--- src/rtl/hold_arb_pkg.sv ---
// Shared definitions for the HOLD/HLDA bus arbiter: state encoding and default sizing.
package hold_arb_pkg;

  localparam int DEF_NUM_REQ   = 4;
  localparam int DEF_BURST_MAX = 16;

  localparam logic [2:0] ENC_IDLE    = 3'd0;
  localparam logic [2:0] ENC_HREQ    = 3'd1;
  localparam logic [2:0] ENC_GRANT   = 3'd2;
  localparam logic [2:0] ENC_RELEASE = 3'd3;
  localparam logic [2:0] ENC_DROP    = 3'd4;

  typedef enum logic [2:0] {
    IDLE    = ENC_IDLE,
    HREQ    = ENC_HREQ,
    GRANT   = ENC_GRANT,
    RELEASE = ENC_RELEASE,
    DROP    = ENC_DROP
  } arb_state_t;

endpackage

--- src/rtl/arb_picker.sv ---
// Combinational winner selection: fixed (lowest index) or round-robin starting after rr_ptr.
module arb_picker
  import hold_arb_pkg::*;
#(
  parameter int NUM_REQ = DEF_NUM_REQ
) (
  input  logic [NUM_REQ-1:0]         req,
  input  logic [$clog2(NUM_REQ)-1:0] rr_ptr,
  input  logic                       rotate,
  output logic [NUM_REQ-1:0]         winner,
  output logic [$clog2(NUM_REQ)-1:0] idx
);

  localparam int IW = $clog2(NUM_REQ);

  int   cand;
  logic found;

  // Scan order starts at index 0 in fixed mode, or just past rr_ptr (wrapping) in rotate mode.
  always_comb begin
    winner = '0;
    idx    = '0;
    found  = 1'b0;
    cand   = 0;
    for (int k = 0; k < NUM_REQ; k++) begin
      if (rotate) cand = (int'(rr_ptr) + 1 + k) % NUM_REQ;
      else        cand = k;
      if (!found && req[cand]) begin
        winner[cand] = 1'b1;
        idx          = IW'(cand);
        found        = 1'b1;
      end
    end
  end

endmodule

--- src/rtl/hold_bus_arbiter.sv ---
// Shares the 8088 local bus between the CPU and NUM_REQ masters via HOLD/HLDA, with burst-limited tenures.
module hold_bus_arbiter
  import hold_arb_pkg::*;
#(
  parameter int NUM_REQ   = DEF_NUM_REQ,
  parameter int BURST_MAX = DEF_BURST_MAX
) (
  input  logic               clk,
  input  logic               rst,
  input  logic [NUM_REQ-1:0] req,
  input  logic               rotate,
  input  logic               hlda,
  output logic               hold,
  output logic [NUM_REQ-1:0] grant,
  output logic               aen,
  output logic               err
);

  localparam int IW = $clog2(NUM_REQ);
  localparam int CW = $clog2(BURST_MAX + 1);
  localparam logic [CW-1:0] CNT_MAX = CW'(BURST_MAX);

  arb_state_t           state;
  logic [IW-1:0]        rr_ptr;
  logic [CW-1:0]        burst_cnt;
  logic [CW-1:0]        cnt_next;
  logic [NUM_REQ-1:0]   win_oh;
  logic [IW-1:0]        win_idx;
  logic                 any_req;
  logic                 owner_req;
  logic                 others_req;
  logic                 limit_hit;

  arb_picker #(.NUM_REQ(NUM_REQ)) u_picker (
    .req    (req),
    .rr_ptr (rr_ptr),
    .rotate (rotate),
    .winner (win_oh),
    .idx    (win_idx)
  );

  // cnt_next counts the GRANT cycle ending at this edge, so the limit fires after BURST_MAX cycles.
  assign cnt_next   = (burst_cnt == CNT_MAX) ? burst_cnt : burst_cnt + CW'(1);
  assign any_req    = |req;
  assign owner_req  = |(req & grant);
  assign others_req = |(req & ~grant);
  assign limit_hit  = (cnt_next == CNT_MAX) && others_req;

  always_ff @(posedge clk) begin
    if (!rst) begin
      state     <= IDLE;
      hold      <= 1'b0;
      grant     <= '0;
      aen       <= 1'b0;
      err       <= 1'b0;
      rr_ptr    <= IW'(NUM_REQ - 1);
      burst_cnt <= '0;
    end else begin
      case (state)
        IDLE: begin
          if (any_req) begin
            state <= HREQ;
            hold  <= 1'b1;
          end
        end
        HREQ, RELEASE: begin
          // HREQ waits for the handshake; RELEASE already owns the bus and re-grants directly.
          if (hlda || state == RELEASE) begin
            if (any_req) begin
              state     <= GRANT;
              grant     <= win_oh;
              aen       <= 1'b1;
              rr_ptr    <= win_idx;
              burst_cnt <= '0;
            end else begin
              state <= DROP;
              hold  <= 1'b0;
            end
          end
        end
        GRANT: begin
          if (!hlda) begin
            err   <= 1'b1;
            state <= IDLE;
            hold  <= 1'b0;
            grant <= '0;
            aen   <= 1'b0;
          end else if (!owner_req || limit_hit) begin
            state <= RELEASE;
            grant <= '0;
            aen   <= 1'b0;
          end else begin
            burst_cnt <= cnt_next;
          end
        end
        DROP: begin
          if (!hlda) state <= IDLE;
        end
        default: begin
          state <= IDLE;
          hold  <= 1'b0;
          grant <= '0;
          aen   <= 1'b0;
        end
      endcase
    end
  end

endmodule

--- config.mk ---
export PLATFORM = sky130hd
export DESIGN_NAME = hold_bus_arbiter
export DESIGN_NICKNAME = d
export VERILOG_FILES = /design/src/rtl/hold_arb_pkg.sv /design/src/rtl/arb_picker.sv /design/src/rtl/hold_bus_arbiter.sv
export SDC_FILE = /design/constraint.sdc
export NUM_CORES = 1
export LEC_CHECK = 0
export CAP_MARGIN = 30
export CORE_ASPECT_RATIO = 1.2
export CORE_MARGIN = 3
export CORE_UTILIZATION = 55
export CTS_CLUSTER_DIAMETER = 30
export CTS_CLUSTER_SIZE = 40
export DETAILED_ROUTE_END_ITERATION = 8
export PLACE_DENSITY_LB_ADDON = 0.25
export SYNTH_ARGS = -nofsm -noshare
export SYNTH_HDL_FRONTEND = slang
export SYNTH_HIERARCHICAL = 1
export SYNTH_SLANG_ARGS = --single-unit
--- constraint.sdc ---
create_clock -name clk -period 3.1 [get_ports clk]
set_clock_uncertainty 0.15 [all_clocks]
set_input_delay 0.93 -clock clk [delete_from_list [all_inputs] [get_ports clk]]
set_output_delay 0.93 -clock clk [all_outputs]
set_load 0.05 [all_outputs]
==> impl_results.md, run 1 <==
- GRT overflow: 0
- WHS Path Cells: 2
- Top_reg_cell synth: dfxtp_1
- Worst-Margin Slew: 538 ps
- Fin crit share: 0.941
- I/O pins: 15
- YS warnings: 6
- Core region area: 0.00238 sq mm
- Worst hold path type: register to register
- # rows: 19
- Area Growth Syn to Fin: 28.6%
- Most common cell after layout, fill and taps aside: buf_4
- CTS sink cnt: 17
- Drt pass-1 iters: 4
- Final hold violations: 0
- Max IR drop VDD: 0.000316 V
- Synth Area in Adders: 0.0176
- Post-Synth XOR/XNOR Area: 0.0246
- Asr flop ratio synth: 0
- Die Y: 61.7 um
- Drt wl/cell: 16.7 um
- GP Congestion: 0.884
- 1st-iter DRT viols: 73
- FF+latch count, synth: 17
- CTS max path bufs: 2
- Mean Syn Cell Area: 7.87 sq um
- CTS clk-pin slew, worst paths: 100 ps
- Initial Util: 0.599
- Root Buffer: clkbuf_4
- Placed cell area: 0.00180 sq mm
- CP required: 3180 ps
- Netlist cell types: 63
- RR Startpoint: burst_cnt[0]
- Max-cap violation count: 0
- TritonCTS clock tree: yes
- WP data arrival: 3000 ps
- Power per cell area: 308 mW/mm^2
- Final min period: 2920 ps
- WHS Endpoint: err
- Vias in the first global route: 1499
- Routed via count: 1578
- Total CTS buffers: 3
- Drt total wl: 4230 um
- Max Fanout on Critical Path: 4
- Initial antenna violation count: 0
- Crit path capture type: register
- Ant. Diodes: 0
- Final ANT Viol Nets: 0
- Status: completed
- Fin util: 0.771
- Layout cells sized above 1: 0.225
- Post-synthesis mux area share: 0.0228
- First-pass GRT wire length: 6920 um
- Reg2reg path depth: 8
- Die Wd: 52.4 um
- Slew Limit Fails: 0
- Number of synthesized flops with an enable pin: 0
- Worst r2r dst: burst_cnt[2]
- Max-slew headroom: 0.639
- Worst setup path class: primary input to register
- RSZ-0062 raised after global routing: false
- Static leakage: 0.719 nW
- Final setup fails: 0
- Largest family of logic cells by synthesized area: compound AO/OA/AOI/OAI gates
- F_max: 343 MHz
- Seq/Total Area, Yosys: 0.239
- Die area: 0.00324 sq mm
- Fin area: 0.00183 sq mm
- Clk_lat worst skew: 290 ps
- Vias per inst: 6.24
- Synthesized Nets: 191
- Pin count of the biggest net entering global routing: 16
- Number of port buffers: 14
- Post-synthesis simple-gate area fraction: 0.293
- Hold_sp: err
- GRT Total Usage: 0.282
- Syn Inst Count: 181
- Post-synthesis cell area: 0.00142 sq mm
- Htree depth: 1
- Layout Nets: 233
- Commonest cells after routing, fill and taps aside: buf_4 (35), dfxtp_1 (17), nand2_1 (15), nand3_1 (14), clkdlybuf4s50_1 (14)
- Fin Setup TNS: 0 ps
- R2r setup slk: 870 ps
- CP startpoint kind: primary input
- DR DRC count: 0
- Hpwl dp: 3250 um
- Compound-Gate Fraction of Synth Area: 0.330
-- cell type report --
| cell class | instances | area [sq um] |
|---|---|---|
| Clock buffer | 4 | 26.3 |
| Fill cell | 173 | 546 |
| Inverter | 10 | 37.5 |
| Multi-Input combinational cell | 142 | 986 |
| Sequential cell | 17 | 340 |
| Tap cell | 31 | 38.8 |
| Timing Repair Buffer | 49 | 403 |
-- sequential cells by signal, indices dropped and copies added, names as in the netlist --
| signal | cells |
|---|---|
| err | 1 |
| burst_cnt | 5 |
| state | 3 |
| hold | 1 |
| rr_ptr | 2 |
| grant | 4 |
| aen | 1 |
-- synthesized netlist by cell type, types with 2 or more instances --
library cell / n / area [sq um]
dfxtp_1: 17 / 340
nand2_1: 15 / 56.3
nand3_1: 14 / 70.1
a21oi_1: 12 / 60.1
nor2_1: 11 / 41.3
inv_1: 9 / 33.8
o21ai_0: 7 / 35.0
a22oi_1: 6 / 45.0
clkbuf_1: 5 / 18.8
nand2b_1: 5 / 31.3
nor3_1: 5 / 25.0
o2111ai_1: 4 / 35.0
buf_2: 3 / 15.0
nor2b_1: 3 / 18.8
o211ai_1: 3 / 22.5
o22ai_1: 3 / 18.8
o31ai_1: 3 / 22.5
a311o_1: 2 / 20.0
a31oi_1: 2 / 12.5
and2_1: 2 / 12.5
and2b_1: 2 / 15.0
buf_4: 2 / 15.0
ha_1: 2 / 25.0
nand4_1: 2 / 12.5
o31ai_2: 2 / 25.0
xnor2_1: 2 / 17.5
xor2_1: 2 / 17.5
-- layer usage --
metal / vias to the layer above / GRT usage / part of all wire
met4: 0 / 0.113 / 0.019
met5: - / 0 / 0
li1: 778 / - / -
met1: 744 / 0.327 / 0.40
met3: 10 / 0.0191 / 0.039
met2: 46 / 0.535 / 0.54
-- cells by family after synthesis --
| logic type | count (synthesis) |
|---|---|
| AOI/OAI and AO/OA | 61 |
| and+or+nand+nor | 73 |
| buffers and inverters | 22 |
| xor gates and xnor gates | 4 |
| DFF | 17 |
| adders and majority gates | 2 |
| muxes | 2 |
-- worst max-delay path by stage --
| stage | slack [ps] | end | cells past startpoint | start |
|---|---|---|---|---|
| floorplan | 440 | grant[0] | 7 | rotate |
| finish | 180 | grant[0] | 7 | rotate |
| global placement | -130 | grant[2] | 7 | req[0] |
| global route | 80 | grant[0] | 7 | rotate |
| detailed placement | -140 | grant[2] | 7 | req[0] |
| CTS | 160 | grant[2] | 7 | req[0] |
-- where the power goes --
group | switching (W) | internal [W] | total, W | leakage (nW)
Clock | 0.0000724 | 0.0000500 | 0.000122 | 0.0150
Combinational | 0.000111 | 0.0000866 | 0.000198 | 0.565
Sequential | 0.0000142 | 0.000229 | 0.000243 | 0.139
Total | 0.000198 | 0.000365 | 0.000564 | 0.719
-- worst max-delay path: stages --
cell	delay, ps
clkdlybuf4s50_1	500
nand2b_4	120
mux4_2	520
a311o_1	410
o311ai_2	250
a22oi_1	130
a21oi_1	150
-- metrics by stage --
step	power, W	instances	hold WS, ps	setup WS (ps)
final	0.000564	253	340	182
after global routing	0.000589	253	376	75.4
after CTS	0.000562	253	346	160
after detailed placement	0.000442	249	322	-139
after global placement	0.000438	249	305	-132
after floorplan	0.000365	181	284	438
-- repair_timing --
action | in CTS | in global routing
setup buffers | 0 | 0
hold buffers | 0 | 0
resized for setup | 0 | 1
endpoints found under the setup margin | 0 | 3
Power figures use the tool's default switching activity.
==> run 2, diff against run 1 <==
--- a/config.mk
+++ b/config.mk
@@ -8,8 +8,8 @@
 export CAP_MARGIN = 30
 export CORE_ASPECT_RATIO = 1.2
 export CORE_MARGIN = 3
-export CORE_UTILIZATION = 55
-export CTS_CLUSTER_DIAMETER = 30
+export CORE_UTILIZATION = 45
+export CTS_CLUSTER_DIAMETER = 120
 export CTS_CLUSTER_SIZE = 40
 export DETAILED_ROUTE_END_ITERATION = 8
 export PLACE_DENSITY_LB_ADDON = 0.25
==> impl_results.md, run 2 (synthesized netlist as in run 1, its figures left out) <==
- Status: completed
- Layout Nets: 231
- Htree depth: 1
- Drt total wl: 4060 um
- RSZ-0062 raised after global routing: false
- F_max: 336 MHz
- Vias in the first global route: 1588
- GRT Total Usage: 0.230
- CTS max path bufs: 2
- Area of the multi-input gates: 981 sq um
- 1st-iter DRT viols: 56
- Fin Setup TNS: 0 ps
- Most common cell after layout, fill and taps aside: buf_4
- Root Buffer: clkbuf_4
- Initial Util: 0.488
- Die area: 0.00388 sq mm
- # rows: 21
- First-pass GRT wire length: 7000 um
- Drt wl/cell: 16.0 um
- Fin util: 0.623
- Top reg by flops: burst_cnt
- Number of port buffers: 14
- Post-CTS Resized: 0
- GP Congestion: 1.02
- Area Growth Syn to Fin: 27.6%
- WP data arrival: 3070 ps
- Max-cap violation count: 0
- Die Y: 67.6 um
- Worst hold path type: register to register
- R2r setup slk: 840 ps
- Ant. Diodes: 0
- Non-Filler Instances: 254
- Final ANT Viol Nets: 0
- GRT overflow: 0
- Fillers: 265
- NetSw: 0.000202 W
- Max Fanout on Critical Path: 6
- Internal power: 0.000362 W
- Switch share: 0.358
- CP startpoint kind: primary input
- Core region area: 0.00292 sq mm
- Max-slew headroom: 0.408
- Die Wd: 57.4 um
- Vias per inst: 6.14
- Initial antenna violation count: 0
- Top flop regs: burst_cnt x5, grant x4, state x3
- Power per cell area: 311 mW/mm^2
- CTS sink cnt: 17
- Pin count of the biggest net entering global routing: 16
- Placed cell count: 250
- I/O pins: 15
- CTS clk-pin slew, worst paths: 100 ps
- Crit path capture type: register
- Final min period: 2980 ps
- Total power: 0.000564 W
- Drt pass-1 iters: 4
- Gate power share: 0.343
- Total CTS buffers: 3
- Post-CTS Hold Fix Bufs: 0
- Setup Fix Bufs, Post-CTS: 0
- Worst setup path class: primary input to register
- Static leakage: 0.711 nW
- Commonest cells after routing, fill and taps aside: buf_4 (33), dfxtp_1 (17), nand2_1 (15), nand3_1 (14), clkdlybuf4s50_1 (14)
- Routed via count: 1560
- Max FFs per register: 5
- Register Area: 340 sq um
- Slew Limit Fails: 0
- Max IR drop VDD: 0.000367 V
- Final setup fails: 0
- Part of the power in registers: 0.431
- Fin crit share: 0.961
- TritonCTS clock tree: yes
- DR DRC count: 0
- Clock power frac: 0.226
- Final hold violations: 0
- CP required: 3200 ps
- Worst-Margin Slew: 881 ps
- Hpwl dp: 3200 um
- Clk_lat worst skew: 310 ps
- Layout cells sized above 1: 0.218
==> run 2: power groups by stage <==
stage	Combinational (W)	Sequential (W)	Clock, W
final	0.000193	0.000243	0.000128
after global routing	0.000212	0.000245	0.000138
after CTS	0.000193	0.000243	0.000132
after detailed placement	0.000192	0.000248	0
after global placement	0.000188	0.000247	0
after floorplan	0.000106	0.000259	0
==> run 2: area by class of cell <==
class | count | share of cell area
multi-input cells | 142 | 0.540
repair buffers | 47 | 0.213
flip-flops and latches | 17 | 0.187
well taps | 34 | 0.0234
inverters | 10 | 0.0207
clock buffers | 3 | 0.0124
clock inverters | 1 | 0.00275
==> run 2: path summary, 6_finish.rpt <==
| kind | start | endpoint | cells past startpoint |
|---|---|---|---|
| max | rotate | grant[0] | 7 |
| max reg2reg | rr_ptr[0] | grant[0] | 7 |
| min reg2reg | err | err | 2 |
| min | err | err | 2 |
==> run 2: worst max-delay path, stage by stage <==
cell             delay (ps)
clkdlybuf4s50_1         540
nand2b_4                140
mux4_2                  510
a311o_1                 410
o311ai_2                240
a22oi_1                 130
a21oi_1                 170
==> run 2: through the flow <==
step | hold WS [ps] | setup WS [ps] | instance area, sq um
5_1_grt | 382 | 25.0 | 1820
4_1_cts | 349 | 142 | 1820
2_1_floorplan | 284 | 438 | 1420
3_3_place_gp | 305 | -104 | 1790
6_report | 345 | 122 | 1820
3_5_place_dp | 318 | -194 | 1790
==> run 2: layer usage <==
layer,GRT usage,up-vias,share of wire
met1,0.250,730,0.39
met3,0.0115,18,0.037
met2,0.422,45,0.52
li1,-,767,-
met4,0.165,0,0.055
met5,0,-,0
